[src/rtl/wght_update_seq.sv]
// Layer-1 weight update sequencer: sweeps the W, U and B memories through a
// 3-stage read-modify-write pipeline, writing w - (grad >>> LR_SHIFT) with saturation.
module wght_update_seq #(
  parameter int ADDR_WIDTH = 12,
  parameter int WIDTH      = 32,
  parameter int FRAC       = 24,
  parameter int N_W        = 2809,
  parameter int N_U        = 2809,
  parameter int N_B        = 53,
  parameter int LR_SHIFT   = 4
) (
  input  logic                  clk,
  input  logic                  rst,
  input  logic                  start,
  output logic                  rd_en,
  output logic [1:0]            rd_sel,
  output logic [ADDR_WIDTH-1:0] rd_addr,
  input  logic [WIDTH-1:0]      i_wght,
  input  logic [WIDTH-1:0]      i_grad,
  output logic [ADDR_WIDTH-1:0] wr_addr,
  output logic                  wr_w,
  output logic                  wr_u,
  output logic                  wr_b,
  output logic [WIDTH-1:0]      o_wght,
  output logic                  busy,
  output logic                  done
);

  if (N_W < 1 || N_U < 1 || N_B < 1 ||
      N_W > 2**ADDR_WIDTH || N_U > 2**ADDR_WIDTH || N_B > 2**ADDR_WIDTH) begin : g_bad_region_size
    $error("wght_update_seq: region word counts must be 1..2**ADDR_WIDTH");
  end
  if (LR_SHIFT < 0 || LR_SHIFT > WIDTH-1 || FRAC < 0 || FRAC > WIDTH) begin : g_bad_format
    $error("wght_update_seq: LR_SHIFT or FRAC out of range for WIDTH");
  end

  localparam logic [ADDR_WIDTH-1:0] LAST_W = ADDR_WIDTH'(N_W - 1);
  localparam logic [ADDR_WIDTH-1:0] LAST_U = ADDR_WIDTH'(N_U - 1);
  localparam logic [ADDR_WIDTH-1:0] LAST_B = ADDR_WIDTH'(N_B - 1);

  typedef enum logic [2:0] {IDLE, RUN_W, RUN_U, RUN_B, DRAIN, DONE} state_t;

  state_t                  state, state_nxt;
  logic                    drain_cnt;
  logic [ADDR_WIDTH-1:0]   last_addr;
  logic                    at_last;
  logic                    running;

  logic                    s1_valid;
  logic [1:0]              s1_sel;
  logic [ADDR_WIDTH-1:0]   s1_addr;
  logic signed [WIDTH-1:0] delta;
  logic signed [WIDTH:0]   diff;
  logic [WIDTH-1:0]        upd_wght;

  always_ff @(posedge clk or negedge rst) begin
    if (!rst) state <= IDLE;
    else      state <= state_nxt;
  end

  // The address counter wraps to 0 on each region's last word so the next region starts without a bubble.
  always_ff @(posedge clk or negedge rst) begin
    if (!rst) begin
      rd_addr   <= '0;
      drain_cnt <= 1'b0;
    end else begin
      if (running) rd_addr <= at_last ? '0 : rd_addr + 1'b1;
      else         rd_addr <= '0;
      drain_cnt <= (state == DRAIN) ? ~drain_cnt : 1'b0;
    end
  end

  always_comb begin
    last_addr = '0;
    case (state)
      RUN_W:   last_addr = LAST_W;
      RUN_U:   last_addr = LAST_U;
      RUN_B:   last_addr = LAST_B;
      default: last_addr = '0;
    endcase
  end

  assign running = (state == RUN_W) || (state == RUN_U) || (state == RUN_B);
  assign at_last = (rd_addr == last_addr);

  always_comb begin
    state_nxt = state;
    case (state)
      IDLE:    if (start) state_nxt = RUN_W;
      RUN_W:   if (at_last) state_nxt = RUN_U;
      RUN_U:   if (at_last) state_nxt = RUN_B;
      RUN_B:   if (at_last) state_nxt = DRAIN;
      DRAIN:   if (drain_cnt) state_nxt = DONE;
      DONE:    state_nxt = IDLE;
      default: state_nxt = IDLE;
    endcase
  end

  always_comb begin
    rd_en  = running;
    rd_sel = 2'd0;
    case (state)
      RUN_U:   rd_sel = 2'd1;
      RUN_B:   rd_sel = 2'd2;
      default: rd_sel = 2'd0;
    endcase
    busy = running || (state == DRAIN);
    done = (state == DONE);
  end

  // Stage 1 tracks which region/address the memory data arriving this cycle belongs to.
  always_ff @(posedge clk or negedge rst) begin
    if (!rst) begin
      s1_valid <= 1'b0;
      s1_sel   <= 2'd0;
      s1_addr  <= '0;
    end else begin
      s1_valid <= rd_en;
      s1_sel   <= rd_sel;
      s1_addr  <= rd_addr;
    end
  end

  // One extra bit of headroom lets the subtraction detect overflow in either direction.
  always_comb begin
    delta = $signed(i_grad) >>> LR_SHIFT;
    diff  = $signed({i_wght[WIDTH-1], i_wght}) - $signed({delta[WIDTH-1], delta});
    if (diff[WIDTH] != diff[WIDTH-1])
      upd_wght = diff[WIDTH] ? {1'b1, {(WIDTH-1){1'b0}}} : {1'b0, {(WIDTH-1){1'b1}}};
    else
      upd_wght = diff[WIDTH-1:0];
  end

  always_ff @(posedge clk or negedge rst) begin
    if (!rst) begin
      wr_w    <= 1'b0;
      wr_u    <= 1'b0;
      wr_b    <= 1'b0;
      wr_addr <= '0;
      o_wght  <= '0;
    end else begin
      wr_w    <= s1_valid && (s1_sel == 2'd0);
      wr_u    <= s1_valid && (s1_sel == 2'd1);
      wr_b    <= s1_valid && (s1_sel == 2'd2);
      wr_addr <= s1_valid ? s1_addr : '0;
      o_wght  <= s1_valid ? upd_wght : '0;
    end
  end

endmodule

[config.mk]
export PLATFORM = sky130hd
export DESIGN_NAME = wght_update_seq
export DESIGN_NICKNAME = d
export VERILOG_FILES = /design/src/rtl/wght_update_seq.sv
export SDC_FILE = /design/constraint.sdc
export NUM_CORES = 1
export LEC_CHECK = 0
export BUFFER_PORTS_ARGS = -buffer_cell sky130_fd_sc_hd__buf_2
export CAP_MARGIN = 20
export CORE_AREA = 10 10 104 106
export CTS_CLUSTER_SIZE = 40
export DETAILED_ROUTE_END_ITERATION = 10
export DIE_AREA = 0 0 114 116
export PLACE_DENSITY = 0.81
export REMOVE_ABC_BUFFERS = 1
export SLEW_MARGIN = 20
export SYNTH_ARGS = -nofsm -noshare
export SYNTH_HDL_FRONTEND = slang
export SYNTH_SLANG_ARGS = --single-unit
[constraint.sdc]
create_clock -name clk -period 3.6 [get_ports clk]
set_clock_uncertainty 0.2 [all_clocks]
set_input_delay 0.36 -clock clk [delete_from_list [all_inputs] [get_ports clk]]
set_output_delay 0.36 -clock clk [all_outputs]
set_load 0.01 [all_outputs]
Word level (Yosys, flattened, before mapping)
Index checks and enable logic that the tools add are counted.

word-level totals
  bits in registers = 78
  output and inout port bits = 64
  input port bits = 67

operators by class
  equal/unequal tests = 14
  add/subtract/negate cells = 2
  bitwise logic cells = 1
  reduce and logical (&&, ||, !) cells = 10
  muxes and demuxes = 15

operator list
  cell                   number
  $mux 32                3
  $mux 12                3
  $sub 32x28->33         1
  $pmux 12 s2            1
  $mux 3                 5
  $pmux 3 s5             1
  $add 12x1->12 const B  1
  $eq 12x12->1           1
  $ne 2x2->1 const B     5
  $eq 3x2->1 const B     2
  $eq 3x3->1 const B     2
  $reduce_and 5->1       1
  $pmux 2 s2             1
  $eq 3x1->1 const B     1
  $logic_and 1x1->1      3
  $logic_not 3->1        1
  $logic_or 1x1->1       3
  $eq 2x1->1 const B     1
  $eq 2x2->1 const B     1
  $logic_not 2->1        1
  $reduce_or 2->1        1
  $mux 1                 1
  $ne 1x1->1             1
  $not 1->1              1

Logic depth before layout (Yosys ltp)
Gate-level depths: netlist of run 1.

  depth after elaboration = 6
  mapped depth = 13

Worst setup path after synthesis of run 1
Ideal clock, no wire load.

  path kind = input -> register
  from = in i_wght[0]
  to = reg o_wght[30]
  buffers on the path = 0
  slack = 0.637 ns
  setup time = 0.128 ns
  arrival time = 2.635 ns
  cell stages on the path = 12
  cells stage by stage = inv_1 ha_1 inv_1 fa_1 a211o_1 a211oi_1 o31a_1 o21ai_0 a211o_1 nand4b_1 mux2i_1 a31oi_1

on the way
  cells in the longest elaborated chain, start to end = 4

ends and longest elaborated chain
  what                                   line      source
  from (decl)                            18        input logic [WIDTH-1:0] i_wght,
  $sub 32x28->33 (*)                     127       diff = $signed({i_wght[WIDTH-1], i_wght}) - $signed({delta[WIDTH-1], delta});
  $mux 32 or $ne 1x1->1 (tied branches)  129, 128
  $mux 32 (*)                            128       if (diff[WIDTH] != diff[WIDTH-1])
  $mux 32 (*)                            146       o_wght <= s1_valid ? upd_wght : '0;
  to (signal assigned)                   146
  to (decl)                              24        output logic [WIDTH-1:0] o_wght,

Every way passes the cells marked *; elsewhere a longest branch is shown, timed or not.
A chain may end at the register's enable or synchronous reset.

Worst setup path in the final report of run 1
  from = in i_wght[0]
  to = reg o_wght[10]

The elaborated chain is that of the path after synthesis.

==> results of run 1 <==
## flip-flops by register name (all words and copies together), names as in the netlist, 2 cells and up
signal   cells
s1_addr     12
rd_addr     12
s1_sel       2
state        3
o_wght      32
wr_addr     12
## layout by cell type, fill, tap and decap left out, drive strengths merged, types with 4 or more instances in the layout
cell	n
a211o	5
a21o	14
a21oi	61
a31oi	5
and2	16
and3	6
buf	130
clkbuf	9
dfrtp	78
ha	34
inv	46
nand2	33
nand2b	5
nand3	6
nand4	6
nor2	35
o211ai	4
o21a	7
o21ai	19
o31ai	4
xnor2	23
xor2	15
## repair_timing
| item | 4_1_cts | 5_1_grt |
|---|---|---|
| setup endpoints to repair | 0 | 0 |
| endpoints found under the hold margin | 59 | 0 |
| hold buffers | 1 | 0 |
## worst min-delay path, stage by stage
cell and delay, ns:
sky130_fd_sc_hd__buf_2 0.08, sky130_fd_sc_hd__ha_1 0.13, sky130_fd_sc_hd__a21oi_2 0.05
## through the flow
step                      setup WS (ns)  area (um^2)  hold WS [ns]  total power, mW  cells
after global placement            0.198         5320         0.218             2.47    698
after CTS                         0.470         5520        0.0940             3.15    715
after global routing              0.273         5520         0.122             3.34    715
after detailed placement         0.0898         5320         0.237             2.51    698
after floorplan                   0.189         4510        -0.136             1.99    460
final                             0.438         5520         0.105             3.12    715
## synthesized netlist by cell type (all sizes together), types with 5 or more instances
cell type,instances,area share [%]
dfrtp,78,42
and3,6,0.87
ha,34,9.2
nor2,35,2.8
buf,7,1.5
and2,16,2.2
a31oi,5,0.68
nand2b,5,0.68
nand2,33,2.7
o21a,7,1.3
xor2,15,2.8
a21oi,61,7.4
o21ai,19,2.1
a211o,5,0.98
clkbuf,9,0.73
xnor2,23,4.5
nand4,6,0.81
nand3,6,0.65
inv,42,3.4
a21o,14,2.3
## logic make-up after synthesis
family	after synthesis	share of synthesized area, %
AOI/OAI and AO/OA	134	20.0
and+or+nand+nor	130	14.5
DFF	78	42.3
buffers and inverters	58	5.61
xor gates and xnor gates	38	7.38
adders and majority gates	35	9.65
muxes	3	0.651
## power by group through the flow
stage               logic [mW]  clock network, mW  registers, mW
finish                    1.21              0.630           1.29
global route              1.35              0.676           1.32
CTS                       1.22              0.643           1.29
detailed placement        1.22                  0           1.30
global placement          1.18                  0           1.29
floorplan                0.616                  0           1.37
## cell type report
type	count	area (um^2)	share of cell area, %
timing repair buffer	131	686	12.4
multi-input combinational	340	2400	43.5
clock inverter	7	63.8	1.16
inverter	42	158	2.86
clock buffer	9	124	2.24
tap	108	135	2.45
sequential	78	1950	35.4
## layer usage
metal / GRT usage [%] / routed length, um / vias to the layer above
li1: - / - / 1900
met1: 21.2 / 4920 / 1827
met2: 28.1 / 5360 / 151
met3: 3.72 / 739 / 27
met4: 6.93 / 236 / 0
met5: 0 / 0 / -
## worst min path at each step
stage	start	endpoint	slack, ns	cells past startpoint
4_1_cts	i_grad[4]	o_wght[0]	0.09	3
6_report	i_grad[4]	o_wght[0]	0.10	3
2_1_floorplan	rst	drain_cnt	-0.14	0
5_1_grt	i_grad[4]	o_wght[0]	0.12	3
3_3_place_gp	drain_cnt	drain_cnt	0.22	1
3_5_place_dp	s1_sel[1]	wr_w	0.24	1
==> impl_results.rst, run 1 <==
.. list-table::
   :header-rows: 1

   * - Metric
     - Value
   * - Number of H-tree branching levels
     - 3
   * - Peak ir drop on the vdd network
     - 0.238 mV
   * - # clock sinks
     - 78
   * - RSZ-0062 raised after global routing
     - false
   * - RR Endpoint
     - state[1]
   * - Worst min path class
     - input pin to register
   * - Required time of the critical path
     - 3.64 ns
   * - Maximum fanout count along the critical path
     - 12
   * - Worst path slowest cell
     - sky130_fd_sc_hd__fa_1
   * - Overflow left after global routing
     - 0
   * - Fmax
     - roughly 320 MHz
   * - Critical path start-end classification
     - input pin to register
   * - Proportion of power drawn by the clock network
     - 20.2%
   * - ANT nets after route
     - 0
   * - Max-cap violations
     - 0
   * - Clock tree from TritonCTS
     - done
   * - Vias per inst
     - 5.46
   * - DRC violations left
     - 0
   * - Cell depth of the worst flop-to-flop path
     - 7
   * - Post-detail-place hpwl
     - around 8700 um
   * - Max Root-Sink Buffers
     - 2
   * - Post-synthesis area per instance
     - slightly below 10 um^2
   * - Number of failing hold endpoints at the final stage
     - 0
   * - FF+latch count, synth
     - 78
   * - Number of global-route vias before repair
     - ~4.0k
   * - Count of nets after finishing
     - slightly above 700
   * - Number of synthesized flops with an enable pin
     - 0
   * - Ports
     - 131
   * - Syn Inst Count
     - 476
   * - CP endpoint
     - o_wght[10]
   * - Post-layout minimum cycle time
     - 3.16 ns
   * - Pin count of the biggest net entering global routing
     - 79
   * - Cell at the root of the clock tree
     - sky130_fd_sc_hd__clkbuf_8
   * - Cell-internal power
     - 1.89 mW
   * - Final setup vio count
     - 0
   * - Slew margin rel.
     - between 30 and 40%
   * - Buffers & Inverters on Critical Path
     - 4
   * - Final WL
     - 11300 um
   * - Logic depth of the worst setup path including buffers
     - 14
   * - Die ar.
     - 13200 um^2
   * - Total via count in the routed design
     - 3905
   * - Weighted congestion reported at the end of routability-driven placement
     - 0.932
   * - Filler Cell Count
     - 733
   * - Critical path endpoint category
     - register
   * - Combinational fraction of design power
     - about two fifths
   * - Net Sw Frac
     - about two fifths
   * - Post-synthesis to final-layout area growth
     - 19.7%
   * - Diode count
     - 0
   * - Transition time at the pin with the least slew margin
     - roughly 0.95 ns
   * - Die extent in y
     - 116 um
   * - Leakage power
     - between 2 and 3 nW
   * - Starting DRT DRC Count
     - about 160
   * - # port buffers
     - 126
   * - Mean routed wirelength per cell
     - 15.7 um
   * - Clock transition at the registers of the reported paths
     - about 0.09 ns
   * - Final max-slew violation count
     - 0
   * - Die extent in x
     - 114 um
   * - Part of the power in registers
     - approximately 41%
   * - Post-CTS Setup Repair Bufs
     - 0
   * - Family with the most delay on the worst path
     - compound AO/OA/AOI/OAI gates
   * - Post-cts gate resize count
     - 0
   * - Fin Setup TNS
     - 0 ns
   * - Cell area power density
     - between 500 and 600 nW/um^2
   * - Top_reg_cell synth
     - sky130_fd_sc_hd__dfrtp_1
   * - Launching element type of the critical path
     - input pin
   * - Share of the yosys chip area belonging to registers
     - between 40% and 50%
   * - Largest incremental delay on the critical path
     - 0.42 ns
   * - Global-route total usage across every layer
     - 17.0%
   * - Library cells used by synthesis
     - 57
   * - Row count
     - 34
   * - Result of the run
     - finished clean
   * - TritonCTS buffer count
     - 9
   * - Detailed-router iteration count before antenna repair
     - 4
   * - Worst setup slack for register-to-register paths
     - 1.32 ns
   * - Origin of the critical flop-to-flop path
     - rd_addr[2]
   * - Effective utilization at floorplan
     - about 53%
   * - Fraction of synthesis flops using an asynchronous set or reset pin
     - 100%
   * - Worst path arrival time
     - 3.20 ns
   * - Switching pwr
     - 1.23 mW
   * - Core region area
     - ~8700 um^2
   * - Proportion of layout cells with a drive suffix above 1
     - roughly 28%
   * - Post-synthesis instance area
     - 4610 um^2
   * - Finished Core Util
     - approximately 64%
   * - Cell-by-cell trace of the critical path
     - buf_2, inv_1, ha_1, inv_1, fa_1, a211o_1, a211oi_1, o31a_1, o31ai_4, o211ai_2, and2_2, xnor2_2, buf_4, a21oi_1
   * - First-pass GRT wire length
     - 18900 um
   * - Warnings from Yosys
     - 0
   * - Worst setup startpoint
     - i_wght[0]
   * - Worst-Skew Late Latency
     - 0.35 ns
   * - Share of the cycle needed by the critical path after routing
     - about 88%
   * - Number of antenna violations at the first check in global routing
     - 0
   * - Worst path most repeated cell
     - sky130_fd_sc_hd__inv_1
No activity file was read; power rests on OpenSTA's default activity.
==> run 2, diff against run 1 <==
--- a/config.mk
+++ b/config.mk
@@ -11,7 +11,7 @@
 export CTS_CLUSTER_SIZE = 40
 export DETAILED_ROUTE_END_ITERATION = 10
 export DIE_AREA = 0 0 114 116
-export PLACE_DENSITY = 0.81
+export PLACE_DENSITY_LB_ADDON = 0.15
 export REMOVE_ABC_BUFFERS = 1
 export SLEW_MARGIN = 20
 export SYNTH_ARGS = -nofsm -noshare
==> run 2 against run 1 <==
Net effect:
- clock-buffer cell count stayed put
- non-clock buffer count unchanged
- via count is 2.9% lower
- clock power up 1%
- register-to-register slack better by 0.05 ns
- cell count did not move
- critical path type unchanged
- largest cell class unchanged
==> impl_results.rst, run 2 (same netlist as run 1, synthesis figures left out) <==
.. list-table::
   :header-rows: 1

   * - Metric
     - Value
   * - Overall power
     - 3.11 mW (was 3.12 mW)
   * - Required time of the critical path
     - 3.63 ns (was 3.64 ns)
   * - Row count
     - 34 (unchanged)
   * - Post-CTS Setup Repair Bufs
     - 0 (unchanged)
   * - Slew margin rel.
     - 35.5% (was 36.5%)
   * - Number of failing hold endpoints at the final stage
     - 0 (unchanged)
   * - # port buffers
     - 126 (unchanged)
   * - Part of the power in registers
     - 40.8% (was 41.3%)
   * - Area of the multi-input gates
     - 2400 um^2 (unchanged)
   * - Number of global-route vias before repair
     - 3814 (was 4031)
   * - Pin count of the biggest net entering global routing
     - 79 (unchanged)
   * - Post-cts gate resize count
     - 0 (unchanged)
   * - Critical path start-end classification
     - input pin to register (unchanged)
   * - Diode count
     - 0 (unchanged)
   * - Total area of sequential cells
     - 1950 um^2 (unchanged)
   * - Peak ir drop on the vdd network
     - 0.292 mV (was 0.238 mV)
   * - Post-synthesis to final-layout area growth
     - 19.7% (about the same)
   * - Worst setup slack for register-to-register paths
     - 1.37 ns (was 1.32 ns)
   * - Hold worst-path end
     - o_wght[0] (unchanged)
   * - Critical path endpoint category
     - register (unchanged)
   * - Post-layout minimum cycle time
     - 3.22 ns (was 3.16 ns)
   * - Number of antenna violations at the first check in global routing
     - 0 (unchanged)
   * - Cell area power density
     - 564 nW/um^2 (was 566 nW/um^2)
   * - Worst-Skew Late Latency
     - 0.35 ns (about the same)
   * - Ports
     - 131 (unchanged)
   * - Filler Cell Count
     - 766 (was 733)
   * - Global-route total usage across every layer
     - 17.0% (about the same)
   * - Hold-critical path depth
     - 3 (unchanged)
   * - Final max-slew violation count
     - 0 (unchanged)
   * - Most common cell after layout, fill and taps aside
     - sky130_fd_sc_hd__buf_2 (unchanged)
   * - ANT nets after route
     - 0 (unchanged)
   * - Switching pwr
     - 1.23 mW (about the same)
   * - Count of nets after finishing
     - 704 (unchanged)
   * - Clock tree from TritonCTS
     - done (unchanged)
   * - Transition time at the pin with the least slew margin
     - 0.967 ns (was 0.952 ns)
   * - Starting DRT DRC Count
     - 141 (was 163)
   * - Weighted congestion reported at the end of routability-driven placement
     - 0.874 (was 0.932)
   * - Worst path arrival time
     - 3.24 ns (was 3.20 ns)
   * - RR Endpoint
     - state[1] (unchanged)
   * - First-pass GRT wire length
     - 18600 um (was 18900 um)
   * - Net Sw Frac
     - 39.5% (about the same)
   * - Final WL
     - 11200 um (was 11300 um)
   * - Mean routed wirelength per cell
     - 15.6 um (was 15.7 um)
   * - Detailed-router iteration count before antenna repair
     - 5 (was 4)
   * - Fin Setup TNS
     - 0 ns (unchanged)
   * - Result of the run
     - finished clean (unchanged)
   * - Proportion of power drawn by the clock network
     - 20.5% (was 20.2%)
   * - Die extent in y
     - 116 um (unchanged)
   * - Overflow left after global routing
     - 0 (unchanged)
   * - Vias per inst
     - 5.30 (was 5.46)
   * - Post-detail-place hpwl
     - 8460 um (was 8670 um)
   * - Standard cell area after detailed placement
     - 5320 um^2 (unchanged)
   * - Core region area
     - 8680 um^2 (unchanged)
   * - Worst min path class
     - input pin to register (unchanged)
   * - Origin of the critical flop-to-flop path
     - rd_addr[2] (unchanged)
   * - Share of the cycle needed by the critical path after routing
     - 89.3% (was 87.8%)
   * - Die ar.
     - 13200 um^2 (unchanged)
   * - Startpoint of the lowest-slack hold path
     - i_grad[4] (unchanged)
   * - Final setup vio count
     - 0 (unchanged)
   * - # clock sinks
     - 78 (unchanged)
   * - Cell at the root of the clock tree
     - sky130_fd_sc_hd__clkbuf_8 (unchanged)
   * - Max-cap violations
     - 0 (unchanged)
   * - Largest Register
     - o_wght (unchanged)
   * - Max Root-Sink Buffers
     - 2 (unchanged)
   * - Leakage power
     - 2.96 nW (about the same)
   * - Effective utilization at floorplan
     - 53.2% (unchanged)
   * - Proportion of layout cells with a drive suffix above 1
     - 27.5% (unchanged)
   * - TritonCTS buffer count
     - 9 (unchanged)
   * - Clock transition at the registers of the reported paths
     - 0.09 ns (about the same)
   * - Cell-internal power
     - 1.88 mW (was 1.89 mW)
   * - Launching element type of the critical path
     - input pin (unchanged)
   * - Combinational fraction of design power
     - 38.7% (was 38.6%)
   * - Die extent in x
     - 114 um (unchanged)
   * - Cell depth of the worst flop-to-flop path
     - 7 (unchanged)
   * - Flip-flop count of the largest register, all copies and words added
     - 32 (unchanged)
   * - Number of H-tree branching levels
     - 3 (unchanged)
   * - Fmax
     - 311 MHz (was 316 MHz)
   * - Final instance area
     - 5520 um^2 (about the same)
   * - RSZ-0062 raised after global routing
     - false (unchanged)
   * - DRC violations left
     - 0 (unchanged)
   * - Finished Core Util
     - 63.7% (was 63.6%)
   * - Most frequent cells in the layout
     - 125 x sky130_fd_sc_hd__buf_2, 78 x sky130_fd_sc_hd__dfrtp_1, 53 x sky130_fd_sc_hd__a21oi_1 (unchanged)
   * - Maximum fanout count along the critical path
     - 19 (was 12)
   * - Total via count in the routed design
     - 3790 (was 3905)
[run 2: changes by cell type in the layout (fill, tap and decap cells not counted), sizes merged]
cell / delta
clkinv: +1
inv: -1
[run 2: repair_timing]
action,CTS,global route
endpoints found under the setup margin,0,0
hold buffers,1,0
hold endpoints to repair,41,0
[run 2: critical path: stages]
cell	delay, ns
sky130_fd_sc_hd__buf_2	0.07
sky130_fd_sc_hd__inv_1	0.03
sky130_fd_sc_hd__ha_1	0.19
sky130_fd_sc_hd__inv_1	0.07
sky130_fd_sc_hd__fa_1	0.23
sky130_fd_sc_hd__a211o_1	0.17
sky130_fd_sc_hd__a211oi_1	0.09
sky130_fd_sc_hd__o31a_1	0.36
sky130_fd_sc_hd__o31ai_4	0.35
sky130_fd_sc_hd__o211ai_2	0.12
sky130_fd_sc_hd__and2_2	0.22
sky130_fd_sc_hd__xnor2_2	0.63
sky130_fd_sc_hd__buf_12	0.26
sky130_fd_sc_hd__a21oi_1	0.08
[run 2: final cells by class]
cell class              instances  area share (%)
clock buffers                   9            2.24
well taps                     108            2.45
inverters                      42            2.85
repair buffers                131            12.4
clock inverters                 7            1.20
multi-input cells             340            43.5
flip-flops and latches         78            35.3
[run 2: per-layer routing]
metal	track usage, %	part of all wire [%]
met1	22.1	45
met2	27.0	47
met3	5.48	6.9
met4	4.26	0.66
met5	0	0
[run 2: stage by stage]
| step | worst slack (ns) | instances | hold WS (ns) |
|---|---|---|---|
| floorplan | 0.189 | 460 | -0.136 |
| global placement | 0.0786 | 698 | 0.217 |
| detailed placement | 0.0377 | 698 | 0.228 |
| CTS | 0.413 | 715 | 0.0696 |
| global route | 0.197 | 715 | 0.0839 |
| finish | 0.384 | 715 | 0.0874 |
[run 2: how the worst max path moves through the flow]
stage,startpoint,endpoint,cells after the start
after floorplan,i_wght[0],o_wght[29],12
after global placement,i_wght[0],o_wght[4],14
after detailed placement,i_wght[0],o_wght[19],14
after CTS,i_wght[0],o_wght[19],14
after global routing,i_wght[0],o_wght[19],14
final,i_wght[0],o_wght[13],14
[run 2: power by group through the flow]
stage               clock network (mW)  registers [mW]  logic, mW
finish                           0.637            1.27       1.21
global route                     0.698            1.31       1.35
CTS                              0.662            1.27       1.23
detailed placement                   0            1.29       1.22
global placement                     0            1.28       1.20
floorplan                            0            1.37      0.616
==> run 3, diff against run 2 <==
--- a/config.mk
+++ b/config.mk
@@ -6,11 +6,10 @@
 export NUM_CORES = 1
 export LEC_CHECK = 0
 export BUFFER_PORTS_ARGS = -buffer_cell sky130_fd_sc_hd__buf_2
-export CAP_MARGIN = 20
-export CORE_AREA = 10 10 104 106
+export CORE_AREA = 10 10 110 112
 export CTS_CLUSTER_SIZE = 40
 export DETAILED_ROUTE_END_ITERATION = 10
-export DIE_AREA = 0 0 114 116
+export DIE_AREA = 0 0 120 122
 export PLACE_DENSITY_LB_ADDON = 0.15
 export REMOVE_ABC_BUFFERS = 1
 export SLEW_MARGIN = 20
==> constraint.sdc (replaced) <==
create_clock -name clk -period 2.77 [get_ports clk]
set_clock_uncertainty 0.2 [all_clocks]
set_input_delay 0.277 -clock clk [delete_from_list [all_inputs] [get_ports clk]]
set_output_delay 0.277 -clock clk [all_outputs]
set_load 0.01 [all_outputs]
==> run 3 against run 2 <==
Net effect:
- the flow now finishes with violations (setup timing)
- die area is 11% higher
- sequential share of layout area is 3.4 points lower
- clock power is 29% higher
- utilization is 2.9 points lower
- first-iteration DRC count is 28% higher
- cell count is 10% higher
- flip-flop and latch count stayed put
- setup slack worse by 0.39 ns
- sequential power is 34% higher
- routed wire length is 8.1% higher
- global-route usage is 1.3 points lower
- hold slack worse by 0.074 ns
==> impl_results.rst, run 3 (same netlist as run 1, synthesis figures left out) <==
.. list-table::
   :header-rows: 1

   * - Metric
     - Value
   * - First-pass GRT wire length
     - 19400 um (was 18600 um)
   * - Transition time at the pin with the least slew margin
     - 0.591 ns (was 0.967 ns)
   * - Violated checks
     - setup timing
   * - Diode count
     - 0 (unchanged)
   * - Hold-critical path depth
     - 3 (unchanged)
   * - Die extent in y
     - 122 um (was 116 um)
   * - # port buffers
     - 126 (unchanged)
   * - Clock transition at the registers of the reported paths
     - 0.09 ns (about the same)
   * - Hold worst-path end
     - o_wght[0] (unchanged)
   * - Max-cap violations
     - 0 (unchanged)
   * - Fmax
     - 361 MHz
   * - Largest incremental delay on the critical path
     - 0.34 ns (was 0.63 ns)
   * - Pin count of the biggest net entering global routing
     - 49 (was 79)
   * - Number of antenna violations at the first check in global routing
     - 0 (unchanged)
   * - Number of global-route vias before repair
     - 3998 (was 3814)
   * - Starting DRT DRC Count
     - 180 (was 141)
   * - Worst min path class
     - input pin to register (unchanged)
   * - Row count
     - 37 (was 34)
   * - Max Root-Sink Buffers
     - 2 (unchanged)
   * - RSZ-0062 raised after global routing
     - true (was false)
   * - Ports
     - 131 (unchanged)
   * - Mean routed wirelength per cell
     - 15.3 um (was 15.6 um)
   * - Cell area power density
     - 720 nW/um^2 (was 564 nW/um^2)
   * - Required time of the critical path
     - 2.82 ns (was 3.63 ns)
   * - Global-route total usage across every layer
     - 15.8% (was 17.0%)
   * - Proportion of layout cells with a drive suffix above 1
     - 36.0% (was 27.5%)
   * - Maximum fanout count along the critical path
     - 15 (was 19)
   * - DRC violations left
     - 0 (unchanged)
   * - Worst-Skew Late Latency
     - 0.36 ns (was 0.35 ns)
   * - Final max-slew violation count
     - 0 (unchanged)
   * - Post-detail-place hpwl
     - 9280 um (was 8460 um)
   * - ANT nets after route
     - 0 (unchanged)
   * - Clock tree from TritonCTS
     - done (unchanged)
   * - Share of the cycle needed by the critical path after routing
     - 100%
   * - Leakage power
     - 3.22 nW (was 2.96 nW)
   * - Most common cell after layout, fill and taps aside
     - sky130_fd_sc_hd__buf_2 (unchanged)
   * - Final instance area
     - 6100 um^2 (was 5520 um^2)
   * - Cell depth of the worst flop-to-flop path
     - 6 (was 7)
   * - Slew margin rel.
     - 60.6% (was 35.5%)
   * - Worst path arrival time
     - 2.82 ns (was 3.24 ns)
   * - Filler Cell Count
     - 920 (was 766)
   * - Overflow left after global routing
     - 0 (unchanged)
   * - # clock sinks
     - 78 (unchanged)
   * - Result of the run
     - finished with violations (was finished clean)
   * - Worst setup slack for register-to-register paths
     - 0.84 ns (was 1.37 ns)
   * - TritonCTS buffer count
     - 9 (unchanged)
   * - Most frequent cells in the layout
     - 124 x sky130_fd_sc_hd__buf_2, 78 x sky130_fd_sc_hd__dfrtp_1, 45 x sky130_fd_sc_hd__buf_4 (was 125 x sky130_fd_sc_hd__buf_2, 78 x sky130_fd_sc_hd__dfrtp_1, 53 x sky130_fd_sc_hd__a21oi_1)
   * - Startpoint of the lowest-slack hold path
     - i_grad[4] (unchanged)
   * - Largest Register
     - o_wght (unchanged)
   * - Cell at the root of the clock tree
     - sky130_fd_sc_hd__clkbuf_8 (unchanged)
   * - Critical path endpoint category
     - register (unchanged)
   * - Die ar.
     - 14600 um^2 (was 13200 um^2)
   * - Standard cell area after detailed placement
     - 5660 um^2 (was 5320 um^2)
   * - Number of H-tree branching levels
     - 3 (unchanged)
   * - RR Endpoint
     - state[1] (unchanged)
   * - Weighted congestion reported at the end of routability-driven placement
     - 0.885 (was 0.874)
   * - Effective utilization at floorplan
     - 45.9% (was 53.2%)
   * - Launching element type of the critical path
     - input pin (unchanged)
   * - Critical path start-end classification
     - input pin to register (unchanged)
   * - Final setup vio count
     - 2 (was 0)
   * - Overall power
     - 4.39 mW (was 3.11 mW)
   * - Final critical-path setup slack
     - -0.00261 ns (was 0.384 ns)
   * - Peak ir drop on the vdd network
     - 0.340 mV (was 0.292 mV)
   * - Post-synthesis to final-layout area growth
     - 32.3% (was 19.7%)
   * - Number of failing hold endpoints at the final stage
     - 0 (unchanged)
   * - Post-layout minimum cycle time
     - 2.77 ns
   * - Total via count in the routed design
     - 3993 (was 3790)
   * - Count of nets after finishing
     - 750 (was 704)
   * - Core region area
     - 10000 um^2 (was 8680 um^2)
   * - Die extent in x
     - 120 um (was 114 um)
   * - Final WL
     - 12100 um (was 11200 um)
   * - Flip-flop count of the largest register, all copies and words added
     - 32 (unchanged)
   * - Origin of the critical flop-to-flop path
     - rd_addr[7] (was rd_addr[2])
   * - Vias per inst
     - 5.06 (was 5.30)
   * - Detailed-router iteration count before antenna repair
     - 4 (was 5)
   * - Cell-by-cell trace of the critical path
     - buf_6, inv_4, ha_4, inv_2, fa_2, a211o_1, a211oi_2, o31a_1, o31ai_4, o211ai_2, nand3_2, o211ai_4, clkbuf_16, a21oi_1 (was buf_2, inv_1, ha_1, inv_1, fa_1, a211o_1, a211oi_1, o31a_1, o31ai_4, o211ai_2, and2_2, xnor2_2, buf_12, a21oi_1)
   * - Worst path slowest cell
     - sky130_fd_sc_hd__fa_2 (was sky130_fd_sc_hd__xnor2_2)
-- run 3: per-layer routing --
layer  wire (um)  global-route usage, %
met1        5690                   21.5
met2        5520                   24.5
met3         769                   3.52
met4         109                   4.83
met5           0                      0
-- run 3: layout make-up --
type	instances	area, um^2	share of cell area, %
repair buffers	177	1110	18.1
clock inverters	7	66.3	1.09
well taps	136	170	2.79
multi-input cells	340	2520	41.4
inverters	42	160	2.62
clock buffers	9	124	2.03
flip-flops and latches	78	1950	32.0
-- run 3: metrics by stage --
| step | utilization (%) | TNS (ns) | hold slack, ns | setup slack [ns] | instances |
|---|---|---|---|---|---|
| after floorplan | - | -16.09 | -0.219 | -0.558 | 460 |
| after global placement | 56.4 | -11.28 | 0.118 | -0.371 | 765 |
| after detailed placement | 56.4 | -14.48 | 0.121 | -0.477 | 765 |
| after CTS | 58.6 | -0.0346 | 0.0176 | -0.0238 | 782 |
| after global routing | 60.8 | -2.00 | 0.0248 | -0.102 | 789 |
| final | 60.8 | -0.00292 | 0.0130 | -0.00261 | 789 |
-- run 3: worst max-delay path by stage --
stage / start / end / slack (ns)
2_1_floorplan: i_wght[0] / o_wght[29] / -0.56
3_3_place_gp: i_wght[0] / o_wght[24] / -0.37
3_5_place_dp: i_wght[0] / o_wght[18] / -0.48
4_1_cts: i_wght[0] / o_wght[30] / -0.02
5_1_grt: i_wght[0] / o_wght[12] / -0.10
6_report: i_wght[0] / o_wght[12] / -0.003
-- run 3: what timing repair did --
action / 4_1_cts / 5_1_grt
cloned: 0 / 3
hold endpoints to repair: 46 / 0
resized for setup: 3 / 27
hold buffers: 1 / 0
pin swaps: 1 / 2
buffers inserted: 0 / 4
setup endpoints to repair: 31 / 31
-- run 3: power by group --
part           switching [mW]  internal [mW]
sequential              0.244           1.46
combinational            1.00          0.864
clock                   0.478          0.344
-- run 3: worst max-delay path: cells and delay by family --
kind            cells  cell delay, ns
compound gates      7            1.52
fa+ha+maj           2            0.46
buf+inv             4            0.43
simple gates        1            0.13
